--- src/rtl/split_frame_ctrl.sv ---
// Frame sequencer for the K-row line-buffer chain (split): feeds pixels in,
// pops kernel columns out on a registered valid/ready stream, flushes leftover rows at frame end.
module split_frame_ctrl #(
    parameter int DATA_WIDTH    = 32,
    parameter int BURST_LENGTH  = 128,
    parameter int KERNEL_LENGTH = 3,
    parameter int MAX_ROWS      = 1024,
    parameter int RD_LATENCY    = 0,
    localparam int RW   = $clog2(MAX_ROWS + 1),
    localparam int COLW = (BURST_LENGTH > 1) ? $clog2(BURST_LENGTH) : 1,
    localparam int CW   = $clog2(BURST_LENGTH * MAX_ROWS + 1),
    localparam int KW   = KERNEL_LENGTH * DATA_WIDTH
) (
    input  logic                  clk,
    input  logic                  rst,
    input  logic                  start,
    input  logic [RW-1:0]         cfg_rows,
    output logic                  busy,
    output logic                  frame_done,
    input  logic                  s_valid,
    input  logic [DATA_WIDTH-1:0] s_data,
    output logic                  s_ready,
    output logic                  sb_wen,
    output logic [DATA_WIDTH-1:0] sb_din,
    output logic                  sb_ren,
    output logic                  sb_clr,
    input  logic                  sb_full,
    input  logic                  sb_empty,
    input  logic                  sb_valid,
    input  logic [KW-1:0]         sb_dout,
    output logic                  m_valid,
    input  logic                  m_ready,
    output logic [KW-1:0]         m_data,
    output logic [COLW-1:0]       m_col,
    output logic [RW-1:0]         m_row,
    output logic                  m_last
);

    typedef enum logic [1:0] {IDLE, RUN, FLUSH, DONE} state_t;

    state_t          state;
    logic [CW-1:0]   in_cnt, in_total, pop_cnt, out_total;
    logic [COLW-1:0] pop_col, pend_col;
    logic [RW-1:0]   pop_row, pend_row;
    logic            pend, pend_last;
    logic            pop, pop_last, slot_free, m_hs;

    assign m_hs      = m_valid && m_ready;
    assign slot_free = !m_valid || m_ready;
    assign s_ready   = (state == RUN) && !sb_full && (in_cnt < in_total);
    assign sb_wen    = s_valid && s_ready;
    assign sb_din    = s_data;
    // Only one column may be between split and the output register at a time.
    assign sb_ren    = (state == RUN) && slot_free && !pend && !sb_empty && (pop_cnt < out_total);
    assign pop       = sb_ren && sb_valid;
    assign pop_last  = (pop_cnt == out_total - CW'(1));

    always_ff @(posedge clk or posedge rst) begin
        if (rst) begin
            state      <= IDLE;
            busy       <= 1'b0;
            frame_done <= 1'b0;
            sb_clr     <= 1'b0;
            in_cnt     <= '0;
            in_total   <= '0;
            pop_cnt    <= '0;
            out_total  <= '0;
            pop_col    <= '0;
            pop_row    <= '0;
            pend       <= 1'b0;
            pend_col   <= '0;
            pend_row   <= '0;
            pend_last  <= 1'b0;
            m_valid    <= 1'b0;
            m_data     <= '0;
            m_col      <= '0;
            m_row      <= '0;
            m_last     <= 1'b0;
        end else begin
            frame_done <= 1'b0;
            sb_clr     <= 1'b0;
            if (m_hs) begin
                m_valid <= 1'b0;
                m_last  <= 1'b0;
            end
            case (state)
                IDLE: begin
                    if (start && cfg_rows >= RW'(KERNEL_LENGTH)) begin
                        state     <= RUN;
                        busy      <= 1'b1;
                        in_cnt    <= '0;
                        pop_cnt   <= '0;
                        pop_col   <= '0;
                        pop_row   <= '0;
                        in_total  <= CW'(BURST_LENGTH) * CW'(cfg_rows);
                        out_total <= CW'(BURST_LENGTH) * CW'(cfg_rows - RW'(KERNEL_LENGTH - 1));
                    end
                end
                RUN: begin
                    if (sb_wen)
                        in_cnt <= in_cnt + CW'(1);
                    if (pop) begin
                        pop_cnt <= pop_cnt + CW'(1);
                        if (pop_col == COLW'(BURST_LENGTH - 1)) begin
                            pop_col <= '0;
                            pop_row <= pop_row + RW'(1);
                        end else begin
                            pop_col <= pop_col + COLW'(1);
                        end
                    end
                    if (m_hs && m_last) begin
                        state  <= FLUSH;
                        sb_clr <= 1'b1;
                    end
                end
                FLUSH: begin
                    state      <= DONE;
                    frame_done <= 1'b1;
                end
                DONE: begin
                    state <= IDLE;
                    busy  <= 1'b0;
                end
                default: state <= IDLE;
            endcase
            if (RD_LATENCY == 0) begin
                if (pop) begin
                    m_valid <= 1'b1;
                    m_data  <= sb_dout;
                    m_col   <= pop_col;
                    m_row   <= pop_row;
                    m_last  <= pop_last;
                end
            end else begin
                // Column tag travels alongside the read so it lines up with sb_dout.
                if (pop) begin
                    pend      <= 1'b1;
                    pend_col  <= pop_col;
                    pend_row  <= pop_row;
                    pend_last <= pop_last;
                end
                if (pend) begin
                    pend    <= 1'b0;
                    m_valid <= 1'b1;
                    m_data  <= sb_dout;
                    m_col   <= pend_col;
                    m_row   <= pend_row;
                    m_last  <= pend_last;
                end
            end
        end
    end

endmodule

--- config.mk ---
export PLATFORM = sky130hd
export DESIGN_NAME = split_frame_ctrl
export DESIGN_NICKNAME = d
export VERILOG_FILES = /design/src/rtl/split_frame_ctrl.sv
export SDC_FILE = /design/constraint.sdc
export NUM_CORES = 1
export LEC_CHECK = 0
export ABC_AREA = 0
export CAP_MARGIN = 10
export CELL_PAD_IN_SITES_DETAIL_PLACEMENT = 1
export CELL_PAD_IN_SITES_GLOBAL_PLACEMENT = 2
export CORE_MARGIN = 4
export CORE_UTILIZATION = 29
export DETAILED_ROUTE_END_ITERATION = 6
export PLACE_DENSITY_LB_ADDON = 0.3
export REMOVE_ABC_BUFFERS = 1
export SLEW_MARGIN = 20
export SYNTH_ARGS = -nofsm -noshare
export SYNTH_HDL_FRONTEND = slang
export SYNTH_SLANG_ARGS = --single-unit
--- constraint.sdc ---
create_clock -name clk -period 7.8 [get_ports clk]
set_input_delay 1.17 -clock clk [delete_from_list [all_inputs] [get_ports clk]]
set_output_delay 1.17 -clock clk [all_outputs]
set_load 0.05 [all_outputs]
==> impl_metrics.py, run 1 <==
metrics = {
    "timing": {
        "period_needed_ns": 4.76,
        "worst_pin_slew_ns": 1.04,
        "fmax_mhz": 210,
        "setup_viol": 0,
        "finClkSkew_ns": 0.0117,
        "rsz0062_at_grt": "false",
        "finalMaxSlewViolations": 0,
        "relSlewSlack": 0.306,
        "worst_slack_ns": 3.04,
        "fin_crit_sh": 0.611,
        "finalHoldViolations": 0,
        "fin_setup_tns_ns": 0,
    },
    "logic_synthesis": {
        "yosysUniqueCellTypes": 53,
        "ys.flop_type": "dfrtp_1",
        "syn_inst": 865,
        "yosys.area.top_type": "dfrtp_1",
        "async_flop_share": 1.00,
        "syn_area_per_cell_um2": 11.1,
        "yosysTopAreaCellShare": 0.509,
        "synth_common_cells": "196 x dfrtp_1, 115 x mux2_2, 64 x o21ai_0",
        "yosys_warnings": 0,
        "synth_edf_count": 0,
        "yosysSeqAreaShare": 0.509,
        "synth-seq-cells": 196,
        "yosysMostFrequentCell": "dfrtp_1",
        "synth.cell_area_um2": 9640,
        "synthTopCellsByArea": "dfrtp_1 51%, mux2_2 13%, ha_1 4.3%",
    },
    "placement": {
        "dp_hpwl_mm": 20.9,
        "place_congestion": 0.750,
        "place_area_um2": 12200,
        "port_buffers": 236,
        "place_ws_ns": 3.21,
    },
    "critical_path": {
        "cp.required_ns": 6.63,
        "cp-start-kind": "flop",
        "crit_fanout": 19,
        "endpoint_kind": "output pin",
        "crit_type": "reg -> out",
        "worst_ep_arrival_time_ns": 3.59,
    },
    "floorplan": {
        "die_y_um": 190,
        "core-area_um2": 32700,
        "dieArea_um2": 36200,
        "rows": 66,
        "ios": 301,
        "initial_core_util": 0.295,
        "floorplan.die.width_um": 190,
    },
    "flow_run": {
        "max-cap-violations": 0,
    },
    "grt": {
        "grt_max_degree": 128,
        "antenna_found_initial": 0,
        "grt_pass1_wl_mm": 45.1,
        "track_usage": 0.157,
        "grt_overflow_total": 0,
        "grt_pass1_vias": 7523,
    },
    "layout": {
        "drive_gt1_frac": 0.160,
        "finalInstanceArea_um2": 12800,
        "area_delta_synth_final_pct": 33.3,
        "fin_util": 0.393,
        "final_net_count": 1238,
        "fillers": 3617,
        "diodes": 0,
    },
    "power": {
        "peakVddDrop_uv": 171,
        "total_leakage_power_nw": 5.36,
        "total_power_mw": 4.90,
        "cellPowerDensity_nw_per_um2": 381,
    },
    "clock_network": {
        "cts-hold-fix-buffers": 0,
        "clk_pin_slew_worst_paths_ns": 0.08,
        "cts_setup_buffers": 0,
        "clk_latency_ns": 0.46,
        "cts.sinks": 196,
        "tritoncts": "done",
        "clock_tree.root_cell": "clkbuf_16",
        "clk_path_buf_depth": 2,
        "numCtsBuffers": 17,
        "h-tree-depth": 4,
        "cts_resized": 0,
    },
    "outcome": {
        "status": "complete, no violations",
    },
    "detailed_routing": {
        "dr.pass1.iters": 4,
        "avgViaCountPerCell": 4.85,
        "postRouteWirelength_mm": 28.6,
        "detail-route-antenna-nets": 0,
        "drtIter0Drc": 278,
        "wire_per_inst_um": 18.9,
        "vias": 7340,
        "drc": 0,
    },
    "hold_path": {
        "hold_class": "reg -> reg",
    },
}
[placed cells by master, fill, tap and decap left out, drive strengths merged, types with 6 or more instances in the layout]
master and instances:
o31ai 12, mux2 115, ha 33, xnor2 18, o21ai 65, buf 7, or3 19, nand2 59
nand2b 8, clkdlybuf4s50 236, clkbuf 17, nor4 8, and3 14, o31a 6, or2 7, nand3 20
dfrtp 196, or4 14, mux2i 9, nand4 20, inv 55, nor2 25, xor2 7, a31oi 7
a21oi 45
[final timing paths]
| path | start | to | slack (ns) | depth (start not counted) |
|---|---|---|---|---|
| max | state[1] | sb_ren | 3.04 | 7 |
| min reg2reg | in_cnt[4] | in_cnt[4] | 0.45 | 1 |
| max in group asynchronous | rst | out_total[14] | 4.97 | 3 |
| min in group asynchronous | rst | m_data[28] | 1.28 | 2 |
| min | in_cnt[4] | in_cnt[4] | 0.45 | 1 |
| max reg2reg | state[1] | m_data[31] | 3.91 | 8 |
[layer usage]
| metal | vias to the layer above | track usage | routed length, µm |
|---|---|---|---|
| li1 | 3435 | - | - |
| met1 | 3665 | 0.211 | 13200 |
| met2 | 220 | 0.246 | 13100 |
| met3 | 20 | 0.0494 | 1980 |
| met4 | 0 | 0.0406 | 349 |
| met5 | - | 0.0110 | 0 |
[critical path, cell delays in order, from the launching register on]
cell,delay [ns]
dfrtp_1,0.41
inv_1,0.12
ha_1,0.63
buf_4,0.36
nand3_1,0.11
nor2_1,0.42
and2_1,0.26
clkdlybuf4s50_1,0.82
[stage by stage]
step,hold WS (ns),instances
4_1_cts,0.456,1513
5_1_grt,0.492,1513
2_1_floorplan,0.424,796
3_5_place_dp,0.444,1481
3_3_place_gp,0.443,1481
6_report,0.451,1513
[registers in the layout, indices dropped and copies added (netlist names), 2 cells and up]
name,flops
state,2
out_total,11
m_data,96
pop_col,7
in_total,10
pop_row,11
pop_cnt,18
in_cnt,18
m_row,11
m_col,7
[report_power, final]
group | internal, mW | total [mW] | switching (mW)
Clock | 0.489 | 0.940 | 0.451
Sequential | 1.38 | 1.62 | 0.240
Combinational | 0.864 | 2.34 | 1.47
Total | 2.73 | 4.90 | 2.17
[final cells by class]
cell class	count	area, µm²	area share
clock buffers	17	425	0.0331
inverters	48	188	0.0146
clock inverters	15	189	0.0147
flip-flops and latches	196	4900	0.382
well taps	442	553	0.0431
multi-input cells	552	4170	0.325
repair buffers	243	2410	0.188
[kinds of logic after synthesis]
logic type                 after synthesis  share of synthesized area
AOI/OAI and AO/OA                      159                      0.104
xor gates and xnor gates                25                     0.0227
buffers and inverters                  117                     0.0605
muxes                                  124                      0.144
and+or+nand+nor                        211                      0.117
adders and majority gates               33                     0.0428
DFF                                    196                      0.509
Power figures use the tool's default switching activity.
==> run 2, diff against run 1 <==
CORE_UTILIZATION = 26   (was 29)
clock period = 3.9 ns   (was 7.8 ns; I/O delays follow)
==> run 2 against run 1 <==
Effect of this change:
- flip-flop and latch count stayed put
- non-clock buffer count is 6 higher
- clock power is 78% higher
- setup slack worse by 2.6 ns
- critical path type unchanged
- critical endpoint is now s_ready
==> impl_metrics.py, run 2 (synthesized netlist as in run 1, its figures left out) <==
metrics = {
    "detailed_routing": {
        "wire_per_inst_um": 18.1,
        "drc": 0,
        "detail-route-antenna-nets": 0,
        "vias": 7273,
        "dr.pass1.iters": 4,
        "postRouteWirelength_mm": 28.0,
        "drtIter0Drc": 291,
        "avgViaCountPerCell": 4.71,
    },
    "critical_path": {
        "worst_ep_arrival_time_ns": 2.87,
        "cp_top_family": "compound AO/OA/AOI/OAI gates",
        "cp.required_ns": 3.31,
        "crit_type": "reg -> out",
        "max_stage_delay_ns": 0.80,
        "r2r_end": "m_data[8]",
        "crit_end": "s_ready",
        "reg2reg_slack_ns": 0.90,
        "cp-start-kind": "flop",
        "crit_cells": 6,
        "cp_slowest_cell": "clkdlybuf4s50_1",
        "path_cells": "ha_1, a21oi_1, o21ai_0, a31oi_1, o211a_1, clkdlybuf4s50_1",
        "endpoint_kind": "output pin",
        "path_buf_inv": 1,
        "r2r_cells": 8,
        "crit_fanout": 5,
        "crit_start": "in_cnt[9]",
        "r2r-start": "out_total[9]",
    },
    "layout": {
        "regArea_um2": 4900,
        "largest-register": "m_data",
        "multi_input_area_um2": 4170,
        "finalInstanceArea_um2": 12900,
        "final_cell_mix": "234 x clkdlybuf4s50_1, 196 x dfrtp_1, 115 x mux2_2",
        "diodes": 0,
        "largest_reg_flops": 96,
        "drive_gt1_frac": 0.164,
        "reg.largest.list": "m_data x96, in_cnt x18, pop_cnt x18",
        "area_delta_synth_final_pct": 33.7,
        "fillers": 4017,
        "layout_commonest_cell": "clkdlybuf4s50_1",
        "final_net_count": 1244,
    },
    "placement": {
        "port_buffers": 236,
        "dp_hpwl_mm": 20.7,
        "place_area_um2": 12400,
        "place_congestion": 0.733,
    },
    "clock_network": {
        "numCtsBuffers": 17,
        "clk_pin_slew_worst_paths_ns": 0.07,
        "cts-hold-fix-buffers": 0,
        "clk_latency_ns": 0.44,
        "clk_path_buf_depth": 2,
        "tritoncts": "done",
        "cts.sinks": 196,
        "cts_setup_buffers": 0,
        "clock_tree.root_cell": "clkbuf_16",
        "cts_resized": 0,
        "h-tree-depth": 4,
    },
    "grt": {
        "grt_overflow_total": 0,
        "grt_max_degree": 91,
        "grt_pass1_wl_mm": 44.7,
        "antenna_found_initial": 0,
        "track_usage": 0.138,
        "grt_pass1_vias": 7594,
    },
    "floorplan": {
        "initial_core_util": 0.263,
        "die_y_um": 201,
        "ios": 301,
        "rows": 70,
        "floorplan.die.width_um": 201,
        "core-area_um2": 36600,
        "dieArea_um2": 40200,
    },
    "power": {
        "swShare": 0.443,
        "comb_power_share": 0.488,
        "total_leakage_power_nw": 5.38,
        "p_int_mw": 5.34,
        "total_power_mw": 9.58,
        "p_switching_mw": 4.25,
        "seq_power_share": 0.338,
        "peakVddDrop_uv": 348,
        "cellPowerDensity_nw_per_um2": 744,
        "clkPwrFrac": 0.174,
    },
    "timing": {
        "fin_crit_sh": 0.885,
        "finalMaxSlewViolations": 0,
        "relSlewSlack": 0.518,
        "fin_hold_ws_ns": 0.460,
        "fmax_mhz": 290,
        "period_needed_ns": 3.45,
        "finClkSkew_ns": 0.0141,
        "finalHoldViolations": 0,
        "rsz0062_at_grt": "false",
        "worst_pin_slew_ns": 0.716,
        "setup_viol": 0,
    },
    "outcome": {
        "status": "complete, no violations",
    },
    "hold_path": {
        "hold_class": "reg -> reg",
    },
    "flow_run": {
        "max-cap-violations": 0,
    },
}
[run 2: cell count changes in the layout (fill, tap and decap cells not counted), sizes merged]
| cell | change |
|---|---|
| clkdlybuf4s50 | -2 |
| buf | +8 |
| bufinv | -2 |
| inv | -2 |
| clkinv | +2 |
[run 2: area by class of cell]
class                           instances  area share
Inverter                               48      0.0146
Clock inverter                         13     0.00796
Clock buffer                           17      0.0330
Timing Repair Buffer                  249       0.195
Tap cell                              468      0.0454
Multi-Input combinational cell        552       0.323
Sequential cell                       196       0.380
[run 2: power groups by stage]
stage | combinational (mW) | clock (mW) | sequential, mW
global route | 4.95 | 1.84 | 3.35
floorplan | 1.28 | 0 | 5.04
detailed placement | 4.74 | 0 | 3.29
global placement | 4.67 | 0 | 3.26
CTS | 4.75 | 1.75 | 3.25
finish | 4.68 | 1.67 | 3.24
[run 2: routing by layer]
| metal | wire, µm | GRT usage | vias to the layer above |
|---|---|---|---|
| li1 | - | - | 3441 |
| met1 | 12800 | 0.177 | 3643 |
| met2 | 13300 | 0.226 | 179 |
| met3 | 1590 | 0.0456 | 10 |
| met4 | 246 | 0.0310 | 0 |
| met5 | 0 | 0.00714 | - |
[run 2: worst min-delay path by stage]
stage	from	end	slack, ns	depth (start not counted)
finish	in_cnt[4]	in_cnt[4]	0.46	1
global route	in_cnt[4]	in_cnt[4]	0.51	1
CTS	in_cnt[4]	in_cnt[4]	0.46	1
detailed placement	in_cnt[4]	in_cnt[4]	0.45	1
global placement	in_cnt[4]	in_cnt[4]	0.44	1
floorplan	in_cnt[4]	in_cnt[4]	0.42	1
[run 2: through the flow]
stage	cells	TNS [ns]	setup slack, ns	utilization
2_1_floorplan	796	-591.09	-2.03	-
3_5_place_dp	1513	0	0.767	0.338
6_report	1543	0	0.447	0.352
5_1_grt	1543	0	0.288	0.352
4_1_cts	1543	0	0.412	0.352
3_3_place_gp	1513	0	0.852	0.338
==> run 3, diff against run 2 <==
CORE_UTILIZATION = 29   (was 26)
clock period = 3.4 ns   (was 3.9 ns; I/O delays follow)
==> run 3 against run 2 <==
Effect of this change:
- register-to-register slack lost 0.38 ns
- via count grew 0.96%
- count of clock-buffer cells in the layout grew 2
- utilization grew 4.4 points
- die area shrank 9.9%
- total power grew 16%
- global-route usage grew 1.9 points
==> impl_metrics.py, run 3 (synthesized netlist as in run 1, its figures left out) <==
metrics = {
    "clock_network": {
        "cts-hold-fix-buffers": 0,
        "clk_pin_slew_worst_paths_ns": 0.07,
        "clk_path_buf_depth": 2,
        "cts_resized": 0,
        "h-tree-depth": 4,
        "cts_setup_buffers": 0,
        "clk_latency_ns": 0.45,
        "numCtsBuffers": 17,
        "clock_tree.root_cell": "clkbuf_16",
        "tritoncts": "done",
        "cts.sinks": 196,
    },
    "floorplan": {
        "initial_core_util": 0.295,
        "rows": 66,
        "dieArea_um2": 36200,
        "die_y_um": 190,
        "core-area_um2": 32700,
        "ios": 301,
        "floorplan.die.width_um": 190,
    },
    "power": {
        "cellPowerDensity_nw_per_um2": 859,
        "peakVddDrop_uv": 410,
        "total_power_mw": 11.1,
        "total_leakage_power_nw": 5.42,
    },
    "layout": {
        "reg.largest.list": "m_data x96, in_cnt x18, pop_cnt x18",
        "largest-register": "m_data",
        "diodes": 0,
        "fillers": 3623,
        "drive_gt1_frac": 0.169,
        "regArea_um2": 4900,
        "largest_reg_flops": 96,
        "area_delta_synth_final_pct": 34.4,
        "finalInstanceArea_um2": 13000,
        "final_cells": 1524,
        "fin_util": 0.396,
        "layout_commonest_cell": "clkdlybuf4s50_1",
        "final_net_count": 1249,
        "final_cell_mix": "233 x clkdlybuf4s50_1, 196 x dfrtp_1, 115 x mux2_2",
        "multi_input_area_um2": 4170,
    },
    "detailed_routing": {
        "vias": 7343,
        "drtIter0Drc": 269,
        "wire_per_inst_um": 18.6,
        "postRouteWirelength_mm": 28.3,
        "detail-route-antenna-nets": 0,
        "drc": 0,
        "dr.pass1.iters": 4,
        "avgViaCountPerCell": 4.82,
    },
    "hold_path": {
        "hold_class": "reg -> reg",
        "hold-path-cell-count": 1,
    },
    "critical_path": {
        "endpoint_kind": "output pin",
        "cp_slowest_cell": "o41ai_4",
        "r2r_cells": 9,
        "max_stage_delay_ns": 0.52,
        "cp_common_cell": "a21oi_1",
        "crit_cells": 7,
        "path_cells": "inv_1, ha_1, a21oi_1, a21oi_1, o41ai_4, and2_1, buf_12",
        "crit_type": "reg -> out",
        "cp.required_ns": 2.89,
        "path_buf_inv": 2,
        "cp_top_family": "compound AO/OA/AOI/OAI gates",
        "cp-start-kind": "flop",
        "crit_fanout": 8,
        "worst_ep_arrival_time_ns": 2.64,
    },
    "timing": {
        "setup_viol": 0,
        "finalHoldViolations": 0,
        "fin_hold_ws_ns": 0.467,
        "fin_crit_sh": 0.926,
        "period_needed_ns": 3.15,
        "finalMaxSlewViolations": 0,
        "fmax_mhz": 318,
        "worst_slack_ns": 0.252,
        "relSlewSlack": 0.426,
        "fin_setup_tns_ns": 0,
        "rsz0062_at_grt": "false",
        "finClkSkew_ns": 0.0122,
        "worst_pin_slew_ns": 0.861,
    },
    "outcome": {
        "status": "complete, no violations",
    },
    "placement": {
        "dp.cells": 1492,
        "dp_hpwl_mm": 21.2,
        "place_congestion": 0.727,
        "port_buffers": 236,
        "place_area_um2": 12400,
        "place_ws_ns": 0.452,
    },
    "grt": {
        "antenna_found_initial": 0,
        "grt_pass1_wl_mm": 45.2,
        "grt_overflow_total": 0,
        "grt_pass1_vias": 7680,
        "grt_max_degree": 83,
        "track_usage": 0.157,
    },
    "flow_run": {
        "max-cap-violations": 0,
    },
}
run 3: changes by cell type in the layout (fill, tap and decap cells not counted):
cell             change
clkbuf_8             +1
clkinv_8             +2
clkinv_2             -4
inv_8                +1
buf_12               +1
clkinvlp_4           +1
buf_4                +5
clkbuf_1             +1
clkdlybuf4s50_1      -1
run 3: per-layer routing:
metal / track usage / routed length [µm]
met1: 0.211 / 13200
met2: 0.245 / 12900
met3: 0.0540 / 1880
met4: 0.0373 / 350
met5: 0.0110 / 0
run 3: where the power goes:
part           internal, mW  switching, mW  leakage [nW]
clock network         0.996           1.02         0.276
logic                  2.01           3.38          2.79
registers              3.17          0.548          2.36
total                  6.18           4.95          5.42
run 3: final timing paths:
path	from	endpoint	slack [ns]
worst max-delay path	out_total[9]	sb_ren	0.25
worst min-delay path	in_cnt[4]	in_cnt[4]	0.47
worst max register to register	out_total[9]	pop_cnt[15]	0.52
worst min register to register	in_cnt[4]	in_cnt[4]	0.47
max in group asynchronous	rst	in_total[11]	2.10
min in group asynchronous	rst	m_data[77]	0.53
run 3: area by class of cell:
cell class	instances	share of cell area
multi-input cells	552	0.322
well taps	442	0.0427
inverters	48	0.0145
repair buffers	254	0.198
clock inverters	13	0.0103
flip-flops and latches	196	0.379
clock buffers	19	0.0342
